### src/rtl/bus_regfile_pkg.sv
// rtl/bus_regfile_pkg.sv - shared FSM state type and field-select indices for bus_regfile
package bus_regfile_pkg;

  typedef enum logic [1:0] {
    IDLE  = 2'd0,
    WRITE = 2'd1,
    CLEAR = 2'd2
  } state_t;

  // p[0..num_rd-1] select read addresses; the two fields above them follow.
  function automatic int wa_sel(input int num_rd);
    return num_rd;
  endfunction

  function automatic int wd_sel(input int num_rd);
    return num_rd + 1;
  endfunction

endpackage

### src/rtl/bus_regfile_fsm.sv
// rtl/bus_regfile_fsm.sv - commit/clear sequencer driving the array write port
// Exposes fwd (WRITE in progress) only when BUS_REGFILE_BYPASS_EN is defined.
module bus_regfile_fsm
  import bus_regfile_pkg::*;
#(
  parameter int DATA_W = 4,
  parameter int DEPTH  = 16,
  parameter int ADDR_W = 4
) (
  input  logic              clk,
  input  logic              rst,
  input  logic              r,
  input  logic              clr,
  input  logic [ADDR_W-1:0] wa,
  input  logic [DATA_W-1:0] wd,
  output logic              busy,
  output logic              ack,
  output logic              we,
  output logic [ADDR_W-1:0] waddr,
  output logic [DATA_W-1:0] wdata
`ifdef BUS_REGFILE_BYPASS_EN
  ,
  output logic              fwd
`endif
);

  localparam logic [ADDR_W-1:0] LAST = ADDR_W'(DEPTH - 1);

  state_t            state_q, state_d;
  logic [ADDR_W-1:0] cnt_q;
  logic [ADDR_W-1:0] ca_q;
  logic [DATA_W-1:0] cd_q;
  logic              ack_q;

  always_ff @(posedge clk) begin
    if (rst) begin
      state_q <= IDLE;
      cnt_q   <= '0;
      ca_q    <= '0;
      cd_q    <= '0;
      ack_q   <= 1'b0;
    end else begin
      state_q <= state_d;
      ack_q   <= (state_q == WRITE);
      if (state_q == IDLE && clr) begin
        cnt_q <= '0;
      end else if (state_q == CLEAR && cnt_q != LAST) begin
        cnt_q <= cnt_q + ADDR_W'(1);
      end
      // Snapshot isolates the in-flight write from later field loads.
      if (state_q == IDLE && !clr && r) begin
        ca_q <= wa;
        cd_q <= wd;
      end
    end
  end

  always_comb begin
    state_d = state_q;
    busy    = 1'b0;
    we      = 1'b0;
    waddr   = ca_q;
    wdata   = cd_q;
    case (state_q)
      IDLE: begin
        if (clr) begin
          state_d = CLEAR;
        end else if (r) begin
          state_d = WRITE;
        end
      end
      WRITE: begin
        busy    = 1'b1;
        we      = 1'b1;
        state_d = IDLE;
      end
      CLEAR: begin
        busy  = 1'b1;
        we    = 1'b1;
        waddr = cnt_q;
        wdata = '0;
        if (cnt_q == LAST) begin
          state_d = IDLE;
        end
      end
      default: state_d = IDLE;
    endcase
  end

  assign ack = ack_q;

`ifdef BUS_REGFILE_BYPASS_EN
  assign fwd = (state_q == WRITE);
`endif

endmodule

### src/rtl/bus_regfile.sv
// rtl/bus_regfile.sv - bus-loaded register file with NUM_RD async read ports
// Optional write-to-read forwarding under BUS_REGFILE_BYPASS_EN.
module bus_regfile
  import bus_regfile_pkg::*;
#(
  parameter int DATA_W = 4,
  parameter int DEPTH  = 16,
  parameter int NUM_RD = 2
) (
  input  logic                     clk,
  input  logic                     rst,
  input  logic [DATA_W-1:0]        b,
  input  logic [NUM_RD+1:0]        p,
  input  logic                     r,
  input  logic                     clr,
  output logic                     busy,
  output logic                     ack,
  output logic [NUM_RD*DATA_W-1:0] w
);

  localparam int ADDR_W = $clog2(DEPTH);
  localparam int P_W    = NUM_RD + 2;
  localparam int WA_SEL = wa_sel(NUM_RD);
  localparam int WD_SEL = wd_sel(NUM_RD);

  logic [DATA_W-1:0] mem [DEPTH];
  logic [ADDR_W-1:0] ra_q [NUM_RD];
  logic [ADDR_W-1:0] wa_q;
  logic [DATA_W-1:0] wd_q;
  logic [P_W-1:0]    p_low;
  logic              we;
  logic [ADDR_W-1:0] waddr;
  logic [DATA_W-1:0] wdata;
  logic              waddr_ok;
  logic [NUM_RD-1:0] rd_ok;
`ifdef BUS_REGFILE_BYPASS_EN
  logic              fwd;
`endif

  // Isolate the lowest set select bit; higher bits lose.
  assign p_low = p & (~p + P_W'(1));

  always_ff @(posedge clk) begin
    if (rst) begin
      for (int i = 0; i < NUM_RD; i++) begin
        ra_q[i] <= '0;
      end
      wa_q <= '0;
      wd_q <= '0;
    end else begin
      for (int i = 0; i < NUM_RD; i++) begin
        if (p_low[i]) begin
          ra_q[i] <= b[ADDR_W-1:0];
        end
      end
      if (p_low[WA_SEL]) begin
        wa_q <= b[ADDR_W-1:0];
      end
      if (p_low[WD_SEL]) begin
        wd_q <= b;
      end
    end
  end

  bus_regfile_fsm #(
    .DATA_W(DATA_W),
    .DEPTH (DEPTH),
    .ADDR_W(ADDR_W)
  ) u_fsm (
    .clk  (clk),
    .rst  (rst),
    .r    (r),
    .clr  (clr),
    .wa   (wa_q),
    .wd   (wd_q),
    .busy (busy),
    .ack  (ack),
    .we   (we),
    .waddr(waddr),
    .wdata(wdata)
`ifdef BUS_REGFILE_BYPASS_EN
    ,
    .fwd  (fwd)
`endif
  );

  if (DEPTH == (1 << ADDR_W)) begin : g_pow2
    assign waddr_ok = 1'b1;
    assign rd_ok    = '1;
  end else begin : g_npow2
    localparam logic [ADDR_W:0] DEPTH_C = (ADDR_W + 1)'(DEPTH);
    assign waddr_ok = ({1'b0, waddr} < DEPTH_C);
    for (genvar i = 0; i < NUM_RD; i++) begin : g_rd
      assign rd_ok[i] = ({1'b0, ra_q[i]} < DEPTH_C);
    end
  end

  // Reset on the write edge aborts both a pending commit and the sweep step.
  always_ff @(posedge clk) begin
    if (!rst && we && waddr_ok) begin
      mem[waddr] <= wdata;
    end
  end

  always_comb begin
    w = '0;
    for (int i = 0; i < NUM_RD; i++) begin
      if (rd_ok[i]) begin
        w[i*DATA_W +: DATA_W] = mem[ra_q[i]];
`ifdef BUS_REGFILE_BYPASS_EN
        if (fwd && ra_q[i] == waddr) begin
          w[i*DATA_W +: DATA_W] = wdata;
        end
`endif
      end
    end
  end

endmodule

### config.mk
export PLATFORM = sky130hd
export DESIGN_NAME = bus_regfile
export DESIGN_NICKNAME = d
export VERILOG_FILES = /design/src/rtl/bus_regfile_pkg.sv /design/src/rtl/bus_regfile_fsm.sv /design/src/rtl/bus_regfile.sv
export SDC_FILE = /design/constraint.sdc
export NUM_CORES = 1
export LEC_CHECK = 0
export ABC_AREA = 1
export ABC_CLOCK_PERIOD_IN_PS = 2600
export CORE_MARGIN = 4
export CORE_UTILIZATION = 60
export CTS_CLUSTER_SIZE = 12
export DETAILED_ROUTE_END_ITERATION = 12
export PLACE_DENSITY = 0.8
export RECOVER_POWER = 50
export REMOVE_ABC_BUFFERS = 1
export SLEW_MARGIN = 15
export SYNTH_ARGS = -nofsm -noshare
export SYNTH_HDL_FRONTEND = slang
export SYNTH_SLANG_ARGS = --single-unit
### constraint.sdc
create_clock -name clk -period 2.6 [get_ports clk]
set_input_delay 0.26 -clock clk [delete_from_list [all_inputs] [get_ports clk]]
set_output_delay 0.26 -clock clk [all_outputs]
set_load 0.02 [all_outputs]
; Yosys cells after proc, flatten, opt, wreduce, memory -nomap -nowiden
; Memory sizes are Yosys's and may differ from the RTL's.
; Index checks and enable logic that the tools add are counted.
[classes]
n_addsub = 2
eq_ne = 6
muxes = 19
n_bitwise = 4
reduce_logical = 11
[op_table]
columns = operator, count
row1 = $mux W4, 4
row2 = $mux W1, 11
row3 = $add A4 B1 Y4 const B, 2
row4 = $mux W2, 3
row5 = $logic_and A1 B1 Y1, 5
row6 = $and A4 B4 Y4, 1
row7 = $eq A4 B4 Y1 const B, 1
row8 = $ne A4 B4 Y1 const B, 1
row9 = $not A4 Y4, 1
row10 = $pmux W2 S2, 1
row11 = $reduce_or A2 Y1, 2
row12 = $ne A3 B3 Y1 const B, 1
row13 = $eq A2 B1 Y1 const B, 1
row14 = $eq A2 B2 Y1 const B, 1
row15 = $logic_not A1 Y1, 2
row16 = $logic_not A2 Y1, 1
row17 = $ne A2 B2 Y1 const B, 1
row18 = $or A1 B1 Y1, 2
row19 = $reduce_and A2 Y1, 1
[totals]
regBits = 23
ramBits = 72
input_bits = 12
output_inout_bits = 10
elab_cells = 51
mem_count = 2
[mem_list]
columns = memory, words, width, rd, rd_clocked_by_memory_dff, wr, line
row1 = mem, 16, 4, 2, 0, 1, bus_regfile.sv:26  ; logic [DATA_W-1:0] mem [DEPTH];
row2 = ra_q, 2, 4, 2, 0, 2, bus_regfile.sv:27  ; logic [ADDR_W-1:0] ra_q [NUM_RD];

; Depth between registers and ports, before layout
[depth]
depth_word = 7
depth_mapped = 8
ltp_nobuf = 8

; Modules after synthesis
; From an unflattened synthesis, not the netlist that was laid out.
[hier_totals]
hier_cells = 585
hier_area_um2 = 4901.0
[modules_own_cells]
columns = module, instances, cells_per_inst, area_each_um2, seq_area_each_um2
row1 = bus_regfile, 1, 487, 4156.5, 2322.2
row2 = bus_regfile_fsm, 1, 98, 744.5, 300.3

; Worst setup path after synthesis
; No wires, ideal clock.
[synth_timing]
path_type = reg-to-reg
from = register u_fsm.state_q[0]
to = memory mem[4][0] (enable)
setup_time_ps = 329
t_arrival_ps = 1470
required_time_ps = 2271
path_slack_ps = 800
path_stages_with_launch = 7
path_buffers = 0
period_less_slack_ps = 1800
path_cell_list = dfxtp_1 -> inv_1 -> ha_1 -> inv_1 -> nor2_1 -> nand3_1 -> nor2_1
[synth_via]
elab_chain_len = 6
elab_cells_between_ends = 8
classes_between = eq/ne: 2 / mux: 4 / reduce/logical: 2
[synth_lines]
columns = element, line
row1 = start: declaration, bus_regfile_fsm.sv:29  ; state_t state_q, state_d;
row2 = start signal: assignment, bus_regfile_fsm.sv:43  ; state_q <= state_d;
row3 = $eq A2 B2 Y1 or $eq A2 B1 Y1 (tied branches), n/a
row4 = $reduce_or A2 Y1 (no source line) (*), n/a
row5 = $mux W1 (*), n/a
row6 = net busy, bus_regfile.sv:16  ; output logic busy,
row7 = $logic_and A1 B1 Y1 (*), bus_regfile.sv:100  ; if (!rst && we && waddr_ok) begin
row8 = $mux W1 (*), bus_regfile.sv:100
row9 = $mux W1 (implied by the code) (*), bus_regfile.sv:101  ; mem[waddr] <= wdata;
row10 = end: declaration, bus_regfile.sv:26
; Mark *: on every way through the listed nets, which the timed path passes. The rest lies on a longest branch.

==> qor.yml <==
status: "finished clean"
path_max_fanout: 32
portBuffers: 21
maxSlewHeadroom_pct: 36.9
rsz0062_at_grt: "no"
vdd_drop_max_v: 0.000444
postCtsHoldBufs: 0
ys_async_sr_fraction_pct: 0
antenna_cells: 0
fin_crit_ps: 2490
ios: 22
route.vias.total: 4019
clock-sinks: 95
p_int_mw: 2.40
synth_seq_cells: 95
avgSynthCellArea_um2: 8.18
track_usage_pct: 26.3
grt_pass1_vias: 3730
initial_core_util_pct: 62.0
slew_violations: 0
finalPower_mw: 3.42
netlist.area_leader.share_pct: 45.1
seq_power_share_pct: 50.3
power_leakage_nw: 2.34
drv_cap: 0
regArea_um2: 2620
whs_endpoint: "u_fsm.ca_q[3]$_SDFFE_PP0P_"
p_clk_share_pct: 30.4
drt_pre_antenna_iters: 5
via_per_inst: 5.64
powerDensity_nw_per_um2: 646
rows: 32
utilization_pct: 68.6
cts_made_buffers: 9
hp-class: "reg -> reg"
gp_congestion: 0.889
end_kind: "primary output"
clockRootBuffer: "clkbuf_8"
arrival_ps: 2230
r2r_slack_ps: 370
worstReg2RegStart: "u_fsm.state_q[0]$_SDFFE_PP0P_"
setup_viol: 0
swShare_pct: 30.0
cts.clk_slew.worst_paths_ps: 100
synth_area_leaders: "edfxtp_1, nand3_1, nand2_1"
synthCells: 586
synthDistinctLibCells: 21
switchingPower_mw: 1.03
synth_edf_count: 72
r2r_end: "mem[0][0]$_DFFE_PP_"
comb_power_share_pct: 19.3
antenna_found_initial: 0
grt_overflow: 0
startpoint_type: "flip-flop"
setup_tns_ps: 0
grt_max_degree: 33
die-area_um2: 9480
postRouteWirelength_mm: 12.2
drcViolationCount: 0
min_path_cells: 2
worstSetupPathType: "reg -> out"
drtIter0Drc: 443
final_antenna_net_count: 0
core_um2: 7730
ctsHtreeMaxLevel: 3
post-dp-hpwl_mm: 8.21
worst_pin_slew_ps: 946
final.fill_count: 615
fin_crit_sh_pct: 95.6
syn_area_um2: 4790
ys_top_cells_by_count: "nand2_1, nand3_1, inv_1"
grt_pass1_wl_mm: 19.5
dominantRegCellSynth: "edfxtp_1"
synth-seq-area-share_pct: 54.7
clockBufferDepth: 2
synth_top_area_cell: "edfxtp_1"
synthToLayoutAreaGrowth_pct: 10.6
die_h_um: 97.4
clk_latency_ps: 370
die_w_um: 97.4
post_drt_wl_per_cell_um: 17.1
synth.most_common_cell: "nand2_1"
hold_start: "u_fsm.ca_q[3]$_SDFFE_PP0P_"
multi_input_area_um2: 1640
drive_gt1_share_pct: 5.73
nets: 622
yosysWarningCount: 0
finalHoldViolCount: 0
critPathRequiredTime_ps: 2340
ff2ff_path_depth: 8
fmax_mhz: 402
cts_tree: "yes"
fin_skew_ps: 10.1
## layout by cell type (no fill, tap or decap)
cell             instances
clkinv_4                 2
a311oi_1                 1
ha_1                     4
a21oi_2                  1
buf_4                    6
nor2_4                   1
nand2_1                161
clkbuf_1                 4
edfxtp_1                72
inv_1                   97
inv_4                    3
dfxtp_1                 23
bufinv_16                1
clkbuf_8                10
clkdlybuf4s50_1         19
dlygate4sd3_1            2
a21oi_1                 24
buf_6                    2
nand2_2                  1
nor2_1                  30
nand4_1                  1
o21ai_2                  2
o21ai_0                 17
nand3_1                121
buf_12                   1
inv_8                    2
inv_2                    3
## how the worst max path moves through the flow
| stage | depth (start not counted) | from | slack, ps | endpoint |
|---|---|---|---|---|
| 6_report | 7 | ra_q[0][0]$_DFFE_PP_ | 110 | w[0] |
| 5_1_grt | 7 | ra_q[0][0]$_DFFE_PP_ | 40 | w[1] |
| 4_1_cts | 7 | ra_q[0][4]$_DFFE_PP_ | 1 | w[7] |
| 3_5_place_dp | 6 | ra_q[0][5]$_DFFE_PP_ | 290 | w[7] |
| 3_3_place_gp | 6 | ra_q[0][5]$_DFFE_PP_ | 300 | w[7] |
| 2_1_floorplan | 6 | ra_q[0][4]$_DFFE_PP_ | 680 | w[4] |
## cells by family (layout without fill, tap and decap cells)
kind of cell    count (synthesis)  count (layout)  share of synthesized area (%)
fa+ha+maj                       4               4                           1.04
compound gates                 45              45                           5.01
simple gates                  315             315                           28.1
buf+inv                       127             152                           11.1
flops                          95              95                           54.7
## cell type report
cell class,instances,area share (%)
flip-flops and latches,95,49.5
clock buffers,10,2.60
multi-input cells,364,30.9
clock inverters,6,1.44
inverters,102,7.32
repair buffers,34,5.90
well taps,102,2.41
## critical path, stage by stage, from the launching register on
cell and delay (ps):
edfxtp_1 460, buf_6 240, nand2_1 100, nand3_1 100
nand3_1 110, nand3_1 120, nand2_1 110, clkdlybuf4s50_1 610
## per-layer routing
metal,track usage (%),up-vias,wire [um]
met5,0,-,0
met4,8.84,0,205
met3,5.67,21,1200
met2,41.8,211,5760
met1,36.2,1863,4990
li1,-,1924,-
## power by group through the flow
stage,Clock [mW],Sequential (mW),Combinational (mW)
floorplan,0,1.77,0.371
global placement,0,1.76,0.619
detailed placement,0,1.76,0.631
CTS,1.04,1.72,0.653
global route,1.12,1.73,0.723
finish,1.04,1.72,0.660
## state kept, by name, summed over array words and instances, names as in the netlist
name           count
mem               64
u_fsm.cnt_q        4
u_fsm.ack          1
ra_q               8
u_fsm.state_q      2
wd_q               4
u_fsm.ca_q         4
u_fsm.cd_q         4
wa_q               4
## stage by stage
step	hold WS [ps]	std cells	cell area, um^2	setup WS, ps
2_1_floorplan	329	561	4640	678
3_3_place_gp	444	694	5050	304
3_5_place_dp	457	694	5050	292
4_1_cts	470	713	5300	1.16
5_1_grt	498	713	5300	35.8
6_report	472	713	5300	113
## repair_timing
action	4_1_cts	5_1_grt
gates resized for setup	0	6
setup endpoints to repair	4	8
setup buffers	3	0
No activity file was read; power rests on OpenSTA's default activity.
